## config.mk

```make
export PLATFORM = sky130hd
export DESIGN_NAME = lcd1602_responder
export DESIGN_NICKNAME = d
export VERILOG_FILES = /design/src/rtl/lcd1602_pkg.sv /design/src/rtl/lcd_ddram.sv /design/src/rtl/lcd1602_responder.sv
export SDC_FILE = /design/constraint.sdc
export NUM_CORES = 1
export LEC_CHECK = 0
export CAP_MARGIN = 10
export CELL_PAD_IN_SITES_DETAIL_PLACEMENT = 0
export CELL_PAD_IN_SITES_GLOBAL_PLACEMENT = 1
export CORE_ASPECT_RATIO = 0.75
export CORE_MARGIN = 2
export CORE_UTILIZATION = 50
export CTS_BUF_LIST = sky130_fd_sc_hd__clkbuf_4
export CTS_CLUSTER_DIAMETER = 60
export DETAILED_ROUTE_END_ITERATION = 10
export PLACE_DENSITY = 0.74
export SYNTH_ARGS = -nofsm -noshare
export SYNTH_HDL_FRONTEND = slang
export SYNTH_SLANG_ARGS = --single-unit
```

## constraint.sdc

```tcl
create_clock -name clk -period 3.1 [get_ports clk]
set_input_delay 0.465 -clock clk [delete_from_list [all_inputs] [get_ports clk]]
set_output_delay 0.465 -clock clk [all_outputs]
set_load 0.02 [all_outputs]
```

## src/rtl/lcd1602_pkg.sv

```systemverilog
// Shared LCD1602 definitions: opcodes, DDRAM geometry, responder FSM states and
// address helpers used by both the controller and the responder.
package lcd1602_pkg;

  localparam logic [7:0] CLEAR_DISPLAY             = 8'h01;
  localparam logic [7:0] SHIFT_CURSOR_RIGHT        = 8'h06;
  localparam logic [7:0] DISPON_CURSOROFF          = 8'h0C;
  localparam logic [7:0] LINES2_MATRIX5x8_MODE8bit = 8'h38;
  localparam logic [7:0] START_2LINE               = 8'hC0;

  localparam logic [6:0] LINE2_BASE  = 7'h40;
  localparam int         LINE_LEN    = 40;
  localparam int         DDRAM_DEPTH = 80;
  localparam logic [7:0] SPACE       = 8'h20;

  typedef enum logic [1:0] {
    ST_FILL = 2'd0,
    ST_IDLE = 2'd1,
    ST_BUSY = 2'd2
  } lcd_state_e;

  function automatic logic addr_legal(input logic [6:0] a, input logic two);
    if (two) return (a <= 7'h27) || ((a >= LINE2_BASE) && (a <= 7'h67));
    return a <= 7'h4F;
  endfunction

  // Two-line mode hops between the ends of the two 40-byte lines.
  function automatic logic [6:0] addr_step(input logic [6:0] a, input logic inc,
                                           input logic two);
    if (two) begin
      if (inc) return (a == 7'h27) ? LINE2_BASE : (a == 7'h67) ? 7'h00 : a + 7'd1;
      return (a == 7'h00) ? 7'h67 : (a == LINE2_BASE) ? 7'h27 : a - 7'd1;
    end
    if (inc) return (a >= 7'h4F) ? 7'h00 : a + 7'd1;
    return (a == 7'h00) ? 7'h4F : a - 7'd1;
  endfunction

endpackage

```

## src/rtl/lcd_ddram.sv

```systemverilog
// 80x8 DDRAM: one synchronous write port, one registered read port, and the
// HD44780 address to physical index mapping.
module lcd_ddram
  import lcd1602_pkg::*;
(
  input  logic       clk,
  input  logic       reset,
  input  logic       two_line_i,
  input  logic       we_i,
  input  logic       wr_raw_i,
  input  logic [6:0] wr_addr_i,
  input  logic [7:0] wr_data_i,
  input  logic [6:0] rd_addr_i,
  output logic [7:0] rd_data_o
);

  logic [7:0] mem_q [DDRAM_DEPTH];
  logic [7:0] rd_data_q;
  logic [6:0] wr_idx, rd_idx;
  logic       wr_ok, rd_ok;

  function automatic logic [6:0] to_index(input logic [6:0] a, input logic two);
    if (two && (a >= LINE2_BASE)) return a - LINE2_BASE + 7'(LINE_LEN);
    return a;
  endfunction

  // Raw writes address the physical index directly (used by the space fill).
  assign wr_idx = wr_raw_i ? wr_addr_i : to_index(wr_addr_i, two_line_i);
  assign wr_ok  = wr_raw_i ? (wr_addr_i < 7'(DDRAM_DEPTH)) : addr_legal(wr_addr_i, two_line_i);
  assign rd_idx = to_index(rd_addr_i, two_line_i);
  assign rd_ok  = addr_legal(rd_addr_i, two_line_i);

  always_ff @(posedge clk) begin
    if (we_i && wr_ok) mem_q[wr_idx] <= wr_data_i;
  end

  always_ff @(posedge clk or negedge reset) begin
    if (!reset) rd_data_q <= '0;
    else        rd_data_q <= rd_ok ? mem_q[rd_idx] : SPACE;
  end

  assign rd_data_o = rd_data_q;

endmodule

```

## src/rtl/lcd1602_responder.sv

```systemverilog
// HD44780-compatible responder for the 8-bit LCD1602 bus. Define LCD_CGRAM_EN
// to add a 64x5 CGRAM with its own read port.
module lcd1602_responder
  import lcd1602_pkg::*;
#(
  parameter int BUSY_CYCLES  = 1850,
  parameter int CLEAR_CYCLES = 76000,
  parameter int SYNC_STAGES  = 2
) (
  input  logic       clk,
  input  logic       reset,
  input  logic       rs,
  input  logic       rw,
  input  logic       enable,
  input  logic [7:0] data,
  input  logic [6:0] rd_addr,
  output logic [7:0] rd_data,
  output logic [6:0] cursor_addr,
  output logic       display_on,
  output logic       cursor_on,
  output logic       blink_on,
  output logic       two_line,
  output logic       busy,
  output logic       overrun
`ifdef LCD_CGRAM_EN
  ,
  input  logic [5:0] cg_rd_addr,
  output logic [4:0] cg_rd_data
`endif
);

  localparam int MAXC = (CLEAR_CYCLES > BUSY_CYCLES) ? CLEAR_CYCLES : BUSY_CYCLES;
  localparam int CW   = $clog2(MAXC + 1);

  logic [SYNC_STAGES-1:0][10:0] sync_q;
  logic [10:0] bus_s;
  logic        s_rs, s_rw, s_en, en_prev_q, strobe;
  logic [7:0]  s_data;

  always_ff @(posedge clk or negedge reset) begin
    if (!reset) begin
      sync_q    <= '0;
      en_prev_q <= 1'b0;
    end else begin
      sync_q    <= {sync_q[SYNC_STAGES-2:0], {rs, rw, enable, data}};
      en_prev_q <= s_en;
    end
  end

  assign bus_s  = sync_q[SYNC_STAGES-1];
  assign s_rs   = bus_s[10];
  assign s_rw   = bus_s[9];
  assign s_en   = bus_s[8];
  assign s_data = bus_s[7:0];
  assign strobe = en_prev_q & ~s_en & ~s_rw;

  lcd_state_e    state_q, state_d;
  logic [CW-1:0] cnt_q, cnt_d;
  logic [6:0]    fill_q, fill_d, cursor_q, cursor_d;
  logic          clr_q, clr_d, inc_q, inc_d, disp_q, disp_d, cur_q, cur_d;
  logic          blink_q, blink_d, two_q, two_d, ovr_q, ovr_d, cgm_q, cgm_d;
  logic          ram_we, ram_raw;
  logic [6:0]    ram_addr;
  logic [7:0]    ram_wdata;
`ifdef LCD_CGRAM_EN
  logic [5:0]    cg_addr_q, cg_addr_d;
  logic          cg_we;
`endif

  always_ff @(posedge clk or negedge reset) begin
    if (!reset) begin
      state_q  <= ST_FILL;
      cnt_q    <= '0;
      fill_q   <= '0;
      cursor_q <= '0;
      clr_q    <= 1'b0;
      inc_q    <= 1'b1;
      disp_q   <= 1'b0;
      cur_q    <= 1'b0;
      blink_q  <= 1'b0;
      two_q    <= 1'b0;
      ovr_q    <= 1'b0;
      cgm_q    <= 1'b0;
`ifdef LCD_CGRAM_EN
      cg_addr_q <= '0;
`endif
    end else begin
      state_q  <= state_d;
      cnt_q    <= cnt_d;
      fill_q   <= fill_d;
      cursor_q <= cursor_d;
      clr_q    <= clr_d;
      inc_q    <= inc_d;
      disp_q   <= disp_d;
      cur_q    <= cur_d;
      blink_q  <= blink_d;
      two_q    <= two_d;
      ovr_q    <= ovr_d;
      cgm_q    <= cgm_d;
`ifdef LCD_CGRAM_EN
      cg_addr_q <= cg_addr_d;
`endif
    end
  end

  always_comb begin
    state_d   = state_q;
    cnt_d     = cnt_q;
    fill_d    = fill_q;
    cursor_d  = cursor_q;
    clr_d     = clr_q;
    inc_d     = inc_q;
    disp_d    = disp_q;
    cur_d     = cur_q;
    blink_d   = blink_q;
    two_d     = two_q;
    ovr_d     = ovr_q;
    cgm_d     = cgm_q;
    ram_we    = 1'b0;
    ram_raw   = 1'b0;
    ram_addr  = cursor_q;
    ram_wdata = s_data;
`ifdef LCD_CGRAM_EN
    cg_addr_d = cg_addr_q;
    cg_we     = 1'b0;
`endif
    case (state_q)
      ST_FILL: begin
        ram_we    = 1'b1;
        ram_raw   = 1'b1;
        ram_addr  = fill_q;
        ram_wdata = SPACE;
        if (strobe) ovr_d = 1'b1;
        // The clear-display busy count keeps running underneath the fill.
        if (cnt_q != '0) cnt_d = cnt_q - CW'(1);
        if (fill_q == 7'(DDRAM_DEPTH - 1)) begin
          fill_d   = '0;
          cursor_d = '0;
          state_d  = ST_IDLE;
          if (clr_q) begin
            clr_d   = 1'b0;
            inc_d   = 1'b1;
            state_d = (cnt_q > CW'(1)) ? ST_BUSY : ST_IDLE;
          end
        end else begin
          fill_d = fill_q + 7'd1;
        end
      end
      ST_BUSY: begin
        if (strobe) ovr_d = 1'b1;
        if (cnt_q == '0) state_d = ST_IDLE;
        else             cnt_d   = cnt_q - CW'(1);
      end
      ST_IDLE: begin
        if (strobe) begin
          state_d = ST_BUSY;
          cnt_d   = CW'(BUSY_CYCLES - 1);
          if (s_rs) begin
            if (cgm_q) begin
`ifdef LCD_CGRAM_EN
              cg_we     = 1'b1;
              cg_addr_d = cg_addr_q + 6'd1;
`endif
            end else begin
              ram_we   = 1'b1;
              cursor_d = addr_step(cursor_q, inc_q, two_q);
            end
          end else begin
            casez (s_data)
              8'b1???????: begin
                cursor_d = addr_legal(s_data[6:0], two_q) ? s_data[6:0] : 7'h00;
                cgm_d    = 1'b0;
              end
              8'b01??????: begin
                cgm_d = 1'b1;
`ifdef LCD_CGRAM_EN
                cg_addr_d = s_data[5:0];
`endif
              end
              8'b001?????: two_d = s_data[3];
              8'b0001????: if (!s_data[3]) cursor_d = addr_step(cursor_q, s_data[2], two_q);
              8'b00001???: begin
                disp_d  = s_data[2];
                cur_d   = s_data[1];
                blink_d = s_data[0];
              end
              // Display shift (S) has no visible effect in this model.
              8'b000001??: inc_d = s_data[1];
              8'b0000001?: begin
                cursor_d = '0;
                cnt_d    = CW'(CLEAR_CYCLES - 1);
              end
              8'b00000001: begin
                state_d = ST_FILL;
                fill_d  = '0;
                clr_d   = 1'b1;
                cgm_d   = 1'b0;
                cnt_d   = CW'(CLEAR_CYCLES - 1);
              end
              default: ;
            endcase
          end
        end
      end
      default: state_d = ST_IDLE;
    endcase
  end

  lcd_ddram u_ddram (
    .clk       (clk),
    .reset     (reset),
    .two_line_i(two_q),
    .we_i      (ram_we),
    .wr_raw_i  (ram_raw),
    .wr_addr_i (ram_addr),
    .wr_data_i (ram_wdata),
    .rd_addr_i (rd_addr),
    .rd_data_o (rd_data)
  );

`ifdef LCD_CGRAM_EN
  logic [4:0] cg_mem_q [64];
  logic [4:0] cg_rd_q;

  always_ff @(posedge clk) begin
    if (cg_we) cg_mem_q[cg_addr_q] <= s_data[4:0];
  end

  always_ff @(posedge clk or negedge reset) begin
    if (!reset) cg_rd_q <= '0;
    else        cg_rd_q <= cg_mem_q[cg_rd_addr];
  end

  assign cg_rd_data = cg_rd_q;
`endif

  assign cursor_addr = cursor_q;
  assign display_on  = disp_q;
  assign cursor_on   = cur_q;
  assign blink_on    = blink_q;
  assign two_line    = two_q;
  assign busy        = (state_q != ST_IDLE);
  assign overrun     = ovr_q;

endmodule

```

==> results.json <==
{
  "portBuffers": 40,
  "synth_nets": 1636,
  "initial_core_util_pct": 50.77,
  "vias": 16880,
  "synth_cell_types": 81,
  "fin_tns_setup_ps": 0,
  "layout_commonest_cell": "edfxtp_1",
  "status": "complete, no violations",
  "syn_inst": 1606,
  "rsz0062_at_grt": "true",
  "clk_pin_slew_ps": 80,
  "grtUsageMet1_pct": 38.12,
  "grt_pass1_wl_um": 108100,
  "ir_drop_uv": 230.2,
  "pwr_density_cell_nw_per_um2": 542.6,
  "synth_compound_area_share_pct": 4.666,
  "final_cell_area_um2": 34040,
  "power_switching_mw": 4.027,
  "timing.slew.headroom_pct": 33.81,
  "power_leakage_nw": 10.06,
  "fp.dieW_um": 283.6,
  "synth_top_family_by_area": "multiplexers",
  "period_needed_ps": 2935,
  "clockPowerShare_pct": 41.1,
  "cp_slowest_stage_delay_ps": 590,
  "die_y_um": 213.7,
  "grt_use_met3_pct": 5.468,
  "critPathTopFamily": "simple AND/OR/NAND/NOR gates",
  "place_hpwl_um": 47150,
  "maxCapViolCount": 0,
  "worstPathArrival_ps": 3520,
  "critPathSlowestCell": "nor2_1",
  "grt_use_met2_pct": 35.87,
  "syn_avg_cell_area_um2": 18.25,
  "area_growth_pct": 16.15,
  "fmax_mhz": 340.7,
  "grt_pass1_vias": 16560,
  "synth_fa_ha_area_share_pct": 0.4269,
  "ys_ff_latch": 712,
  "gr-total-overflow": 0,
  "cts_buffers": 170,
  "avgViaCountPerCell": 5.975,
  "p_int_mw": 14.44,
  "wire_per_inst_um": 25.64,
  "clock_sinks": 712,
  "totalWireLength_um": 72420,
  "cp_max_fo": 10,
  "synthArstFlopShare_pct": 10.11,
  "ys_seq_area_share_pct": 71.73,
  "clk_path_buf_depth": 3,
  "synth_mux_area_share_pct": 15.50,
  "hold_viol_final": 0,
  "synth-xor-area-share_pct": 0.5379,
  "end_kind": "flop",
  "maxSlewViolCount": 0,
  "dieArea_um2": 60590,
  "post_cts_buffers": 0,
  "htreeDepth": 4,
  "clkLatencyLatePin_ps": 970,
  "drt_pass1_iterations": 7,
  "cts_tree": "done",
  "setup_ws_ps": 164.7,
  "fin_skew_ps": 63.13,
  "nets": 1940,
  "final_layout_size_suffix_gt1_share_pct": 33.38,
  "cts-root-buf": "clkbuf_4",
  "p_sw_share_pct": 21.80,
  "antenna_found_initial": 3,
  "hold_slack_ps": 190.8,
  "pre_cts_ws_ps": -19.09,
  "design.core.area_um2": 57720,
  "drtAntennaViolNets": 0,
  "ios": 41,
  "layout_common_cells": "edfxtp_1, clkbuf_4, mux4_2",
  "core.rowCount": 76,
  "gp_congestion": 0.9096,
  "busiest_layer": "met1",
  "synth_warnings": 0,
  "hp-class": "input port to asynchronous set/reset pin",
  "crit_path_cell_trace": "nor3b_1 > nand2_1 > o31a_1 > nor3_1 > buf_4 > nand2_1 > buf_12 > nor2_1",
  "setup_viol": 0,
  "tightestPinTransition_ps": 992.8,
  "drcViolationCount": 0,
  "synth-simple-area-share_pct": 5.311,
  "synth_edf_count": 640,
  "combinationalPowerShare_pct": 2.9,
  "synth-main-ff-cell": "edfxtp_1",
  "syn_area_um2": 29310,
  "period_share_pct": 94.69,
  "cp.required_ps": 3680,
  "grt_max_degree": 81,
  "critPathKind": "flop to flop",
  "cp_common_cell": "nand2_1",
  "grt_usage_pct": 24.67,
  "placed_area_um2": 31680,
  "worst-path-buf-inv": 2,
  "seqPwrFrac_pct": 56.1,
  "critPathLaunchType": "flop",
  "drt_iter0_drc": 2174
}
-- worst reg2reg max path, cell delays in order, from the launching register on --
cell and delay (ps):
dfrtp_1 390, nor3b_1 400, nand2_1 150, o31a_1 300
nor3_1 260, buf_4 180, nand2_1 80, buf_12 180
nor2_1 610
-- final cells by class --
| class | instances | area [µm²] |
|---|---|---|
| fill | 4329 | 23680 |
| sequential | 712 | 21020 |
| multi-input combinational | 785 | 7845 |
| timing repair buffer | 213 | 1902 |
| clock buffer | 249 | 1869 |
| tap | 780 | 975.9 |
| clock inverter | 56 | 314.1 |
| inverter | 28 | 106.4 |
| antenna | 2 | 5.005 |
-- synth_stat cells, types with 11 or more instances --
master    count  area share [%]
clkbuf_1     29            0.37
inv_1        25            0.32
mux2_2       28             1.1
nand2_1      84             1.1
buf_2        30            0.51
a21oi_1      31            0.53
a31oi_1      11            0.23
dfrtp_1      71             6.1
o21ai_0      55            0.94
nor2_1      133             1.7
edfxtp_1    640              66
nand3_1      20            0.34
mux4_2      169              13
buf_4        11            0.28
a211oi_1     11            0.28
nor3_1       15            0.26
mux2i_1      21            0.72
-- path summary, 6_finish.rpt --
kind,startpoint,to,slack [ps],cells after the start
min in group clk,rd_addr[1],u_ddram.rd_data_o[4],300,4
max,bus_s[8],u_ddram.mem_q[49][3],160,8
min,reset,bus_s[5],190,2
max in group asynchronous,reset,cursor_addr[2],2220,2
min reg2reg,sync_q[5],bus_s[5],340,0
max reg2reg,bus_s[8],u_ddram.mem_q[49][3],160,8
-- per-layer routing --
metal / vias to the layer above / share of wire, %
met5: - / 0
li1: 7254 / -
met2: 837 / 45
met3: 60 / 8.4
met4: 0 / 0.89
met1: 8727 / 45
-- power by group through the flow --
stage / clock (mW) / combinational, mW / sequential (mW)
3_3_place_gp: 0 / 0.514 / 10.6
5_1_grt: 8.28 / 0.564 / 10.4
3_5_place_dp: 0 / 0.519 / 10.6
2_1_floorplan: 0 / 0.317 / 10.6
6_report: 7.58 / 0.527 / 10.4
4_1_cts: 7.76 / 0.533 / 10.4
-- per-stage QoR --
step                      std cells  power, mW  util, %
final                          2825      18.47    58.97
after global routing           2825      19.20    58.97
after detailed placement       2506      11.08    54.89
after CTS                      2823      18.65    58.88
after global placement         2506      11.08    54.89
after floorplan                1606      10.87        -
-- cell families after synthesis --
| family | after synthesis |
|---|---|
| AND/OR/NAND/NOR | 330 |
| adder cells (fa/ha/maj) | 10 |
| flip-flops | 712 |
| buffers and inverters | 109 |
| multiplexers | 226 |
| AO/OA/AOI/OAI | 201 |
| XOR/XNOR | 18 |
-- sequential cells by signal, summed over array words and instances, names as in the netlist --
name and count:
display_on 1, bus_s 11, cgm_q 1, u_ddram.mem_q 640, overrun 1, two_line 1
en_prev_q 1, sync_q 11, inc_q 1, u_ddram.rd_data_o 8, cursor_on 1, fill_q 7
clr_q 1, blink_on 1, cnt_q 17, cursor_addr 7, state_q 2
-- what timing repair did --
item                                   in CTS  in global routing
setup endpoints to repair                   1                182
gates resized for setup                     2                 21
gates cloned                                0                  0
endpoints found under the hold margin      82                  0
hold buffers                               12                  0
Note: power is estimated with default switching activity, not from simulation.
